==> src/rtl/audio_fft_framer.sv <==
// audio_fft_framer: buffers 16-bit mic samples and packs them as AXI-Stream FFT input
// words, with tlast on every FRAME_LEN-th word. Dropped samples become zero words, so
// output frames keep their length.
// Optional pre-emphasis input filter: define AUDIO_FFT_FRAMER_PREEMPH_EN.
module audio_fft_framer #(
  parameter int unsigned FRAME_LEN     = 512,
  parameter int unsigned FIFO_DEPTH    = 16
`ifdef AUDIO_FFT_FRAMER_PREEMPH_EN
  ,
  parameter int unsigned PREEMPH_SHIFT = 5
`endif
) (
  input  logic        clk_in,
  input  logic        rst_in,
  input  logic [15:0] audio_data_in,
  input  logic        audio_valid_in,
  input  logic        enable_in,
  output logic [31:0] m_axis_tdata,
  output logic        m_axis_tvalid,
  output logic        m_axis_tlast,
  input  logic        m_axis_tready,
  output logic        overflow_out,
  output logic [15:0] drop_count_out,
  output logic [15:0] frame_count_out
);

  localparam int unsigned CNT_W  = $clog2(FRAME_LEN);
  localparam int unsigned PTR_W  = $clog2(FIFO_DEPTH);
  localparam int unsigned OCC_W  = PTR_W + 1;
  localparam int unsigned PEND_W = PTR_W + 1;

  typedef enum logic [1:0] {
    ST_IDLE   = 2'd0,
    ST_STREAM = 2'd1,
    ST_DRAIN  = 2'd2
  } state_t;

  state_t             r_state;
  state_t             w_state_nxt;
  logic               w_accept;
  logic [CNT_W-1:0]   r_in_cnt;

  logic               r_stg_valid;
  logic [15:0]        r_stg_data;
  logic [15:0]        w_stg_din;

  logic [15:0]        r_mem [FIFO_DEPTH];
  logic [PTR_W-1:0]   r_wr_ptr;
  logic [PTR_W-1:0]   r_rd_ptr;
  logic [OCC_W-1:0]   r_occ;
  logic [PEND_W-1:0]  r_pend;
  logic [CNT_W-1:0]   r_wcnt;

  logic [15:0]        r_tdata16;
  logic               r_tvalid;
  logic               r_tlast;
  logic               r_overflow;
  logic [15:0]        r_drop_cnt;
  logic [15:0]        r_frame_cnt;

  logic               w_rd;
  logic               w_space;
  logic               w_zero_wr;
  logic               w_stg_wr;
  logic               w_wr;
  logic [15:0]        w_wr_data;
  logic               w_drop;
  logic [PEND_W-1:0]  w_pend_nxt;
  logic [OCC_W-1:0]   w_occ_nxt;
  logic [OCC_W-1:0]   w_left;
  logic [PTR_W-1:0]   w_rd_ptr_nxt;
  logic [CNT_W-1:0]   w_wcnt_nxt;
  logic [15:0]        w_head_nxt;

`ifdef AUDIO_FFT_FRAMER_PREEMPH_EN
  logic signed [15:0] r_x_prev;
  logic signed [17:0] w_pe_sum;

  // Previous raw sample, tracked on every strobe regardless of framing state.
  always_ff @(posedge clk_in) begin
    if (rst_in) begin
      r_x_prev <= '0;
    end else if (audio_valid_in) begin
      r_x_prev <= $signed(audio_data_in);
    end
  end

  // Pre-emphasis y = x - x_prev + (x_prev >>> shift), saturated to 16 bits.
  always_comb begin
    w_pe_sum = 18'($signed(audio_data_in)) - 18'(r_x_prev) + 18'(r_x_prev >>> PREEMPH_SHIFT);
    if (w_pe_sum > 18'sd32767) begin
      w_stg_din = 16'h7FFF;
    end else if (w_pe_sum < -18'sd32768) begin
      w_stg_din = 16'h8000;
    end else begin
      w_stg_din = w_pe_sum[15:0];
    end
  end
`else
  assign w_stg_din = audio_data_in;
`endif

  // Framing FSM state register.
  always_ff @(posedge clk_in) begin
    if (rst_in) begin
      r_state <= ST_IDLE;
    end else begin
      r_state <= w_state_nxt;
    end
  end

  // Framing FSM: decides which strobes belong to a frame and when framing stops.
  always_comb begin
    w_state_nxt = r_state;
    w_accept    = 1'b0;
    case (r_state)
      ST_IDLE: begin
        if (audio_valid_in && enable_in) begin
          w_accept    = 1'b1;
          w_state_nxt = ST_STREAM;
        end
      end
      ST_STREAM: begin
        if (audio_valid_in) begin
          w_accept = 1'b1;
          if ((r_in_cnt == CNT_W'(FRAME_LEN - 1)) && !enable_in) begin
            w_state_nxt = ST_DRAIN;
          end
        end
      end
      ST_DRAIN: begin
        if ((r_occ == '0) && !r_stg_valid && (r_pend == '0)) begin
          w_state_nxt = ST_IDLE;
        end
      end
      default: w_state_nxt = ST_IDLE;
    endcase
  end

  // FIFO write arbitration: pending zero words go ahead of the stage sample, which is
  // always the newest word. On overflow the stalled stage sample is the one discarded
  // and its slot becomes a zero word, so word order is preserved with one counter.
  always_comb begin
    w_rd      = r_tvalid && m_axis_tready;
    w_space   = (r_occ != OCC_W'(FIFO_DEPTH)) || w_rd;
    w_zero_wr = (r_pend != '0) && w_space;
    w_stg_wr  = r_stg_valid && (r_pend == '0) && w_space;
    w_wr      = w_zero_wr || w_stg_wr;
    w_wr_data = w_zero_wr ? 16'h0000 : r_stg_data;
    w_drop    = w_accept && r_stg_valid && !w_stg_wr;

    w_pend_nxt = r_pend;
    if (w_zero_wr && !w_drop) begin
      w_pend_nxt = r_pend - PEND_W'(1);
    end else if (w_drop && !w_zero_wr && (r_pend != '1)) begin
      w_pend_nxt = r_pend + PEND_W'(1);
    end

    w_occ_nxt    = r_occ + OCC_W'(w_wr) - OCC_W'(w_rd);
    w_left       = r_occ - OCC_W'(w_rd);
    w_rd_ptr_nxt = r_rd_ptr + PTR_W'(w_rd);
    w_wcnt_nxt   = r_wcnt + CNT_W'(w_rd);
    w_head_nxt   = (w_left == '0) ? w_wr_data : r_mem[w_rd_ptr_nxt];
  end

  // Sample storage (flop array, no reset needed on contents).
  always_ff @(posedge clk_in) begin
    if (w_wr) begin
      r_mem[r_wr_ptr] <= w_wr_data;
    end
  end

  // Stage, FIFO bookkeeping, registered AXI outputs and status counters.
  always_ff @(posedge clk_in) begin
    if (rst_in) begin
      r_in_cnt    <= '0;
      r_stg_valid <= 1'b0;
      r_stg_data  <= '0;
      r_wr_ptr    <= '0;
      r_rd_ptr    <= '0;
      r_occ       <= '0;
      r_pend      <= '0;
      r_wcnt      <= '0;
      r_tdata16   <= '0;
      r_tvalid    <= 1'b0;
      r_tlast     <= 1'b0;
      r_overflow  <= 1'b0;
      r_drop_cnt  <= '0;
      r_frame_cnt <= '0;
    end else begin
      if (w_accept) begin
        r_in_cnt    <= r_in_cnt + CNT_W'(1);
        r_stg_valid <= 1'b1;
        r_stg_data  <= w_stg_din;
      end else if (w_stg_wr) begin
        r_stg_valid <= 1'b0;
      end
      if (w_wr) begin
        r_wr_ptr <= r_wr_ptr + PTR_W'(1);
      end
      r_rd_ptr  <= w_rd_ptr_nxt;
      r_occ     <= w_occ_nxt;
      r_pend    <= w_pend_nxt;
      r_wcnt    <= w_wcnt_nxt;
      // Output register always mirrors the FIFO head, so it holds while stalled.
      r_tdata16 <= (w_occ_nxt != '0) ? w_head_nxt : 16'h0000;
      r_tvalid  <= (w_occ_nxt != '0);
      r_tlast   <= (w_occ_nxt != '0) && (w_wcnt_nxt == CNT_W'(FRAME_LEN - 1));
      if (w_drop) begin
        r_overflow <= 1'b1;
        if (r_drop_cnt != 16'hFFFF) begin
          r_drop_cnt <= r_drop_cnt + 16'd1;
        end
      end
      if (w_rd && r_tlast) begin
        r_frame_cnt <= r_frame_cnt + 16'd1;
      end
    end
  end

  assign m_axis_tdata    = {r_tdata16, 16'h0000};
  assign m_axis_tvalid   = r_tvalid;
  assign m_axis_tlast    = r_tlast;
  assign overflow_out    = r_overflow;
  assign drop_count_out  = r_drop_cnt;
  assign frame_count_out = r_frame_cnt;

endmodule

==> config.mk <==
export PLATFORM = sky130hd
export DESIGN_NAME = audio_fft_framer
export DESIGN_NICKNAME = d
export VERILOG_FILES = /design/src/rtl/audio_fft_framer.sv
export SDC_FILE = /design/constraint.sdc
export NUM_CORES = 1
export LEC_CHECK = 0
export CAP_MARGIN = 20
export CORE_UTILIZATION = 30
export CTS_CLUSTER_DIAMETER = 50
export DETAILED_ROUTE_END_ITERATION = 6
export SETUP_SLACK_MARGIN = 0.1
export SLEW_MARGIN = 20
export SYNTH_ARGS = -nofsm -noshare
export SYNTH_HDL_FRONTEND = slang
export SYNTH_SLANG_ARGS = --single-unit
==> constraint.sdc <==
create_clock -name clk_in -period 5.2 [get_ports clk_in]
set_input_delay 0.52 -clock clk_in [delete_from_list [all_inputs] [get_ports clk_in]]
set_output_delay 0.52 -clock clk_in [all_outputs]
set_load 0.005 [all_outputs]
Word level (Yosys, flattened, before mapping)
Memories as Yosys holds them, arrays and structs flattened.
Cells that the tools add are included.

word-level totals
  register bits = 106
  bits in latches = 0
  bits in writable memories = 256
  bits in read-only memories = 0
  bits of input ports = 21
  output and inout port bits = 67
  word-level logic and storage cells = 88
  memories kept = 1

operators by class
  add/sub/neg operators = 11
  multiply operators = 0
  div/mod/pow operators = 0
  $lt $le $gt $ge = 0
  equality and inequality tests = 11
  shift operators = 0
  multiplexer cells = 16
  bitwise gates (word level) = 1
  reductions and logical operators = 33

memory list
  memory  depth  bits a word  read ports  clocked after memory_dff  write ports  line  RTL
  r_mem   16     16           1           0                         1            47    logic [15:0] r_mem [FIFO_DEPTH];

operators by type and width
  cell                                                                 count
  16-bit by 1-bit adder with 16-bit output (second input constant)     2
  16-bit two-way mux                                                   2
  9-bit equality test (second input constant)                          2
  16-bit != test (second input constant)                               1
  1-bit logical AND                                                    15
  5-bit zero test                                                      3
  5-bit two-way mux                                                    2
  5-bit != test (second input constant)                                2
  5-bit nonzero test                                                   2
  5-bit by 1-bit subtractor with 5-bit output                          2
  9-bit by 1-bit adder with 9-bit output                               1
  9-bit by 1-bit adder with 9-bit output (second input constant)       1
  2-bit two-way mux                                                    4
  2-bit != test (second input constant)                                4
  1-bit two-way mux                                                    6
  2-bit case mux with 3 select lines                                   1
  5-bit by 1-bit adder with 5-bit output                               1
  5-bit by 1-bit adder with 5-bit output (second input constant)       1
  1-bit zero test                                                      5
  5-bit by 1-bit subtractor with 5-bit output (second input constant)  1
  4-bit by 1-bit adder with 4-bit output                               1
  4-bit by 1-bit adder with 4-bit output (second input constant)       1
  4-bit AND reduction                                                  1
  2-bit nonzero test                                                   2
  8 further kinds                                                      9

Logic depth before layout (Yosys ltp)
  depth after elaboration = 9
  mapped depth = 20

Worst setup path before layout
No wires, ideal clock.

  path kind = reg2reg
  from = reg r_occ[3]
  to = reg r_tdata16[10]
  library setup time = 0.117 ns
  data arrival time = 3.548 ns
  required time = 5.083 ns
  path slack = 1.535 ns
  stages on the path, launching flop included = 21
  path buffers = 3
  period minus slack after synthesis = 3.665 ns
  path through = dfxtp_1 > inv_1 > ha_1 > nor3b_2 > and3_1 > buf_6 > a21oi_2 > inv_1 > ha_1 > inv_1 > ha_1 > inv_1 > fa_1 > o21bai_1 > a21oi_1 > xnor2_1 > a41o_1 > nor2b_1 > buf_2 > buf_6 > a32o_1

on the way
  longest elaborated chain between the ends = 9
  elaborated cells on any way between the ends = 14
  those cells by class = add/sub: 3; eq/ne: 1; mux: 2; bitwise: 1; reduce/logical: 7

RTL lines
  what                                         line      RTL
  start: declaration                           50        logic [OCC_W-1:0] r_occ;
  start signal: assignment                     202       r_occ <= w_occ_nxt;
  5-bit != test                                145       w_space = (r_occ != OCC_W'(FIFO_DEPTH)) || w_rd;
  1-bit logical OR                             145
  1-bit logical AND, on equally long branches  146, 147
  1-bit logical OR                             148       w_wr = w_zero_wr || w_stg_wr;
  5-bit by 1-bit adder with 5-bit output       159       w_occ_nxt = r_occ + OCC_W'(w_wr) - OCC_W'(w_rd);
  5-bit by 1-bit subtractor with 5-bit output  159
  5-bit nonzero test                           206       r_tdata16 <= (w_occ_nxt != '0) ? w_head_nxt : 16'h0000;
  1-bit inverter (no source line)              -
  2-bit OR reduction (no source line)          -
  end signal: assignment                       206
  end: declaration                             54        logic [15:0] r_tdata16;

Parallel ways exist; a longest one is shown, timed or not.
A chain may end at the register's enable or synchronous reset.

Worst setup path after layout
  from = reg r_occ[2]
  to = reg r_tdata16[5]

Same word-level chain as after synthesis.

==> results.yml <==
yosys:
  ys_warn_count: 0
  muxShareOfSynthArea: 0.122
  ys.flop_type: "edfxtp_1"
  synth.largest_area_cell: "edfxtp_1"
  avgSynthCellArea_um2: 15.1
  synthXorXnorAreaFrac: 0.0321
  synthArstFlopShare: 0
  synth_edf_count: 256
  synthMostInstantiatedCell: "edfxtp_1"
  ys_seq_area_frac: 0.665
  yosys-top-cells-count: "edfxtp_1 (256), dfxtp_1 (106), nand2_1 (98)"
  syn_area_um2: 14700
  synth_fa_ha_area_frac: 0.0231
  synth_top_family_by_area: "multiplexers"
  synthCells: 977
  synthTopCellsByArea: "edfxtp_1 (52%), dfxtp_1 (14%), mux4_2 (9.8%)"
  synth-compound-area-share: 0.0361
  synth-simple-area-share: 0.0926
  ys_types: 53
  ys_ff_latch: 362
  netlist.area_leader.share: 0.522
sta:
  min_period_ps: 4060
  tightest_slew_ps: 1010
  finalSetupViolations: 0
  rsz0062_at_grt: "no"
  period_share: 0.781
  setup_slack_ps: 1140
  final.setup.tns_ps: 0
  fin_skew_ps: 34.7
  slew_headroom: 0.326
  hold_viol: 0
  max_freq_mhz: 246
  final_max_slew_viol_count: 0
flow_run:
  maxCapViolations: 0
worst_hold_path:
  hold_class: "input pin to register"
critical_path:
  critPathCaptureType: "register"
  cp.required_ps: 5610
  criticalPathCategory: "register to register"
  critical_path_peak_fanout: 16
  cp_data_arrival_time_ps: 4470
  critPathLaunchType: "register"
global_routing:
  grt_pass1_vias: 8301
  grt_pass1_wl_um: 50500
  grt_max_degree: 84
  grt-ovfl-total: 0
  track_usage: 0.134
  antenna_found_initial: 0
floorplanning:
  io-pin-count: 88
  die_w_um: 224
  die_h_um: 224
  dieArea_um2: 50000
  initial_utilization: 0.306
  rows: 80
  core_um2: 48100
clock_tree:
  cts_sinks: 362
  cts_setup_buffers: 0
  cts_tree: "built"
  htreeDepth: 2
  cts_root_buf: "clkbuf_16"
  clock_latency_ps: 550
  cts_buffer_depth: 3
  clk_pin_slew_ps: 60
  ctsHoldBuffers: 0
  cts-buffers-inserted: 38
  cts_resized: 0
place:
  dpl_cell_area_um2: 16300
  place_congestion: 0.798
  numPortBuffers: 71
  pre_cts_slack_ps: 984
  dp_hpwl_um: 19700
power_and_ir_drop:
  power.leakage_nw: 6.12
  peakVddDrop_uv: 315
  powerDensity_nw_per_um2: 472
route:
  drt_wl_total_um: 33200
  drc: 0
  vias_per_cell: 4.77
  final_antenna_net_count: 0
  via_count: 8368
  first_pass_iters: 5
  post_drt_wl_per_cell_um: 18.9
  drt_iter0_markers: 720
layout:
  n_antenna_cell: 0
  drive_gt1_frac: 0.170
  fillers: 4526
  multi_input_area_um2: 4660
  regArea_um2: 9810
  fin_nets: 1118
  syn_to_final_growth_pct: 19.2
  fin_area_um2: 17600
run_status:
  status: "completed"
[final timing paths]
path	to	cells past startpoint	from	slack, ps
min reg2reg	r_state[0]$_SDFFE_PP0P_	1	r_state[1]$_SDFFE_PP0P_	430
max reg2reg	r_tdata16[5]$_SDFF_PP0_	18	r_occ[2]$_SDFF_PP0_	1140
max	r_tdata16[5]$_SDFF_PP0_	18	r_occ[2]$_SDFF_PP0_	1140
min	drop_count_out[7]$_SDFFE_PP0P_	2	rst_in	290
[critical path, stage by stage, from the launching register on]
cell,delay (ps)
dfxtp_1,380
inv_1,120
ha_1,230
nor3b_2,150
and3_1,300
a21oi_2,360
inv_1,90
ha_1,290
inv_1,50
ha_1,150
inv_1,50
fa_1,410
o21bai_1,170
a21oi_1,110
xnor2_1,210
a41o_1,330
nor2b_1,80
buf_4,220
a32o_1,250
[sequential cells by signal (all words and copies together) (netlist names), 2 cells and up]
register and cells:
r_tdata16 16, r_stg_data 16, r_wr_ptr 4, frame_count_out 16, r_rd_ptr 4, r_pend 5, r_state 2, r_occ 5
drop_count_out 16, r_wcnt 9, r_mem 256, r_in_cnt 9
[cells by family after synthesis]
logic type / Yosys count
AOI/OAI and AO/OA: 73
buffers and inverters: 79
DFF: 362
adders and majority gates: 26
muxes: 100
other: 1
and+or+nand+nor: 282
xor gates and xnor gates: 54
[metal layers]
metal	global-route usage	routed length, µm	share of wire
met5	0	0	0
met3	0.0344	2380	0.072
met4	0.0376	637	0.019
met2	0.193	14100	0.43
met1	0.197	16000	0.48
[final cells by class]
class	instances	share of cell area
Clock buffer	52	0.0619
Timing Repair Buffer	98	0.0533
Inverter	20	0.00441
Sequential cell	362	0.558
Multi-Input combinational cell	551	0.265
Tap cell	656	0.0467
Clock inverter	17	0.0101
[where the power goes]
part,internal (W),switching (W)
combinational,0.000926,0.00110
clock,0.00159,0.00113
sequential,0.00342,0.000135
total,0.00593,0.00237
[cell usage in the layout, fill, tap and decap left out, drive strengths merged, types with 18 or more instances in the layout]
cell type	netlist	routed
xnor2	18	18
a21oi	36	36
nor2b	19	19
clkdlybuf4s50	0	70
buf	36	28
nor2	75	75
clkbuf	23	52
inv	20	23
nand3	20	20
nand2	98	98
mux4	64	64
dfxtp	106	106
ha	24	24
mux2i	36	36
edfxtp	256	256
xor2	36	36
[through the flow]
step           instances  utilization  hold slack (ps)  power, W
2_1_floorplan        992            -              401   0.00504
5_1_grt             1756        0.365              284   0.00869
6_report            1756        0.365              287   0.00830
3_3_place_gp        1686        0.338              407   0.00559
4_1_cts             1755        0.365              269   0.00838
3_5_place_dp        1686        0.338              423   0.00564
Note: power is estimated with default switching activity, not from simulation.
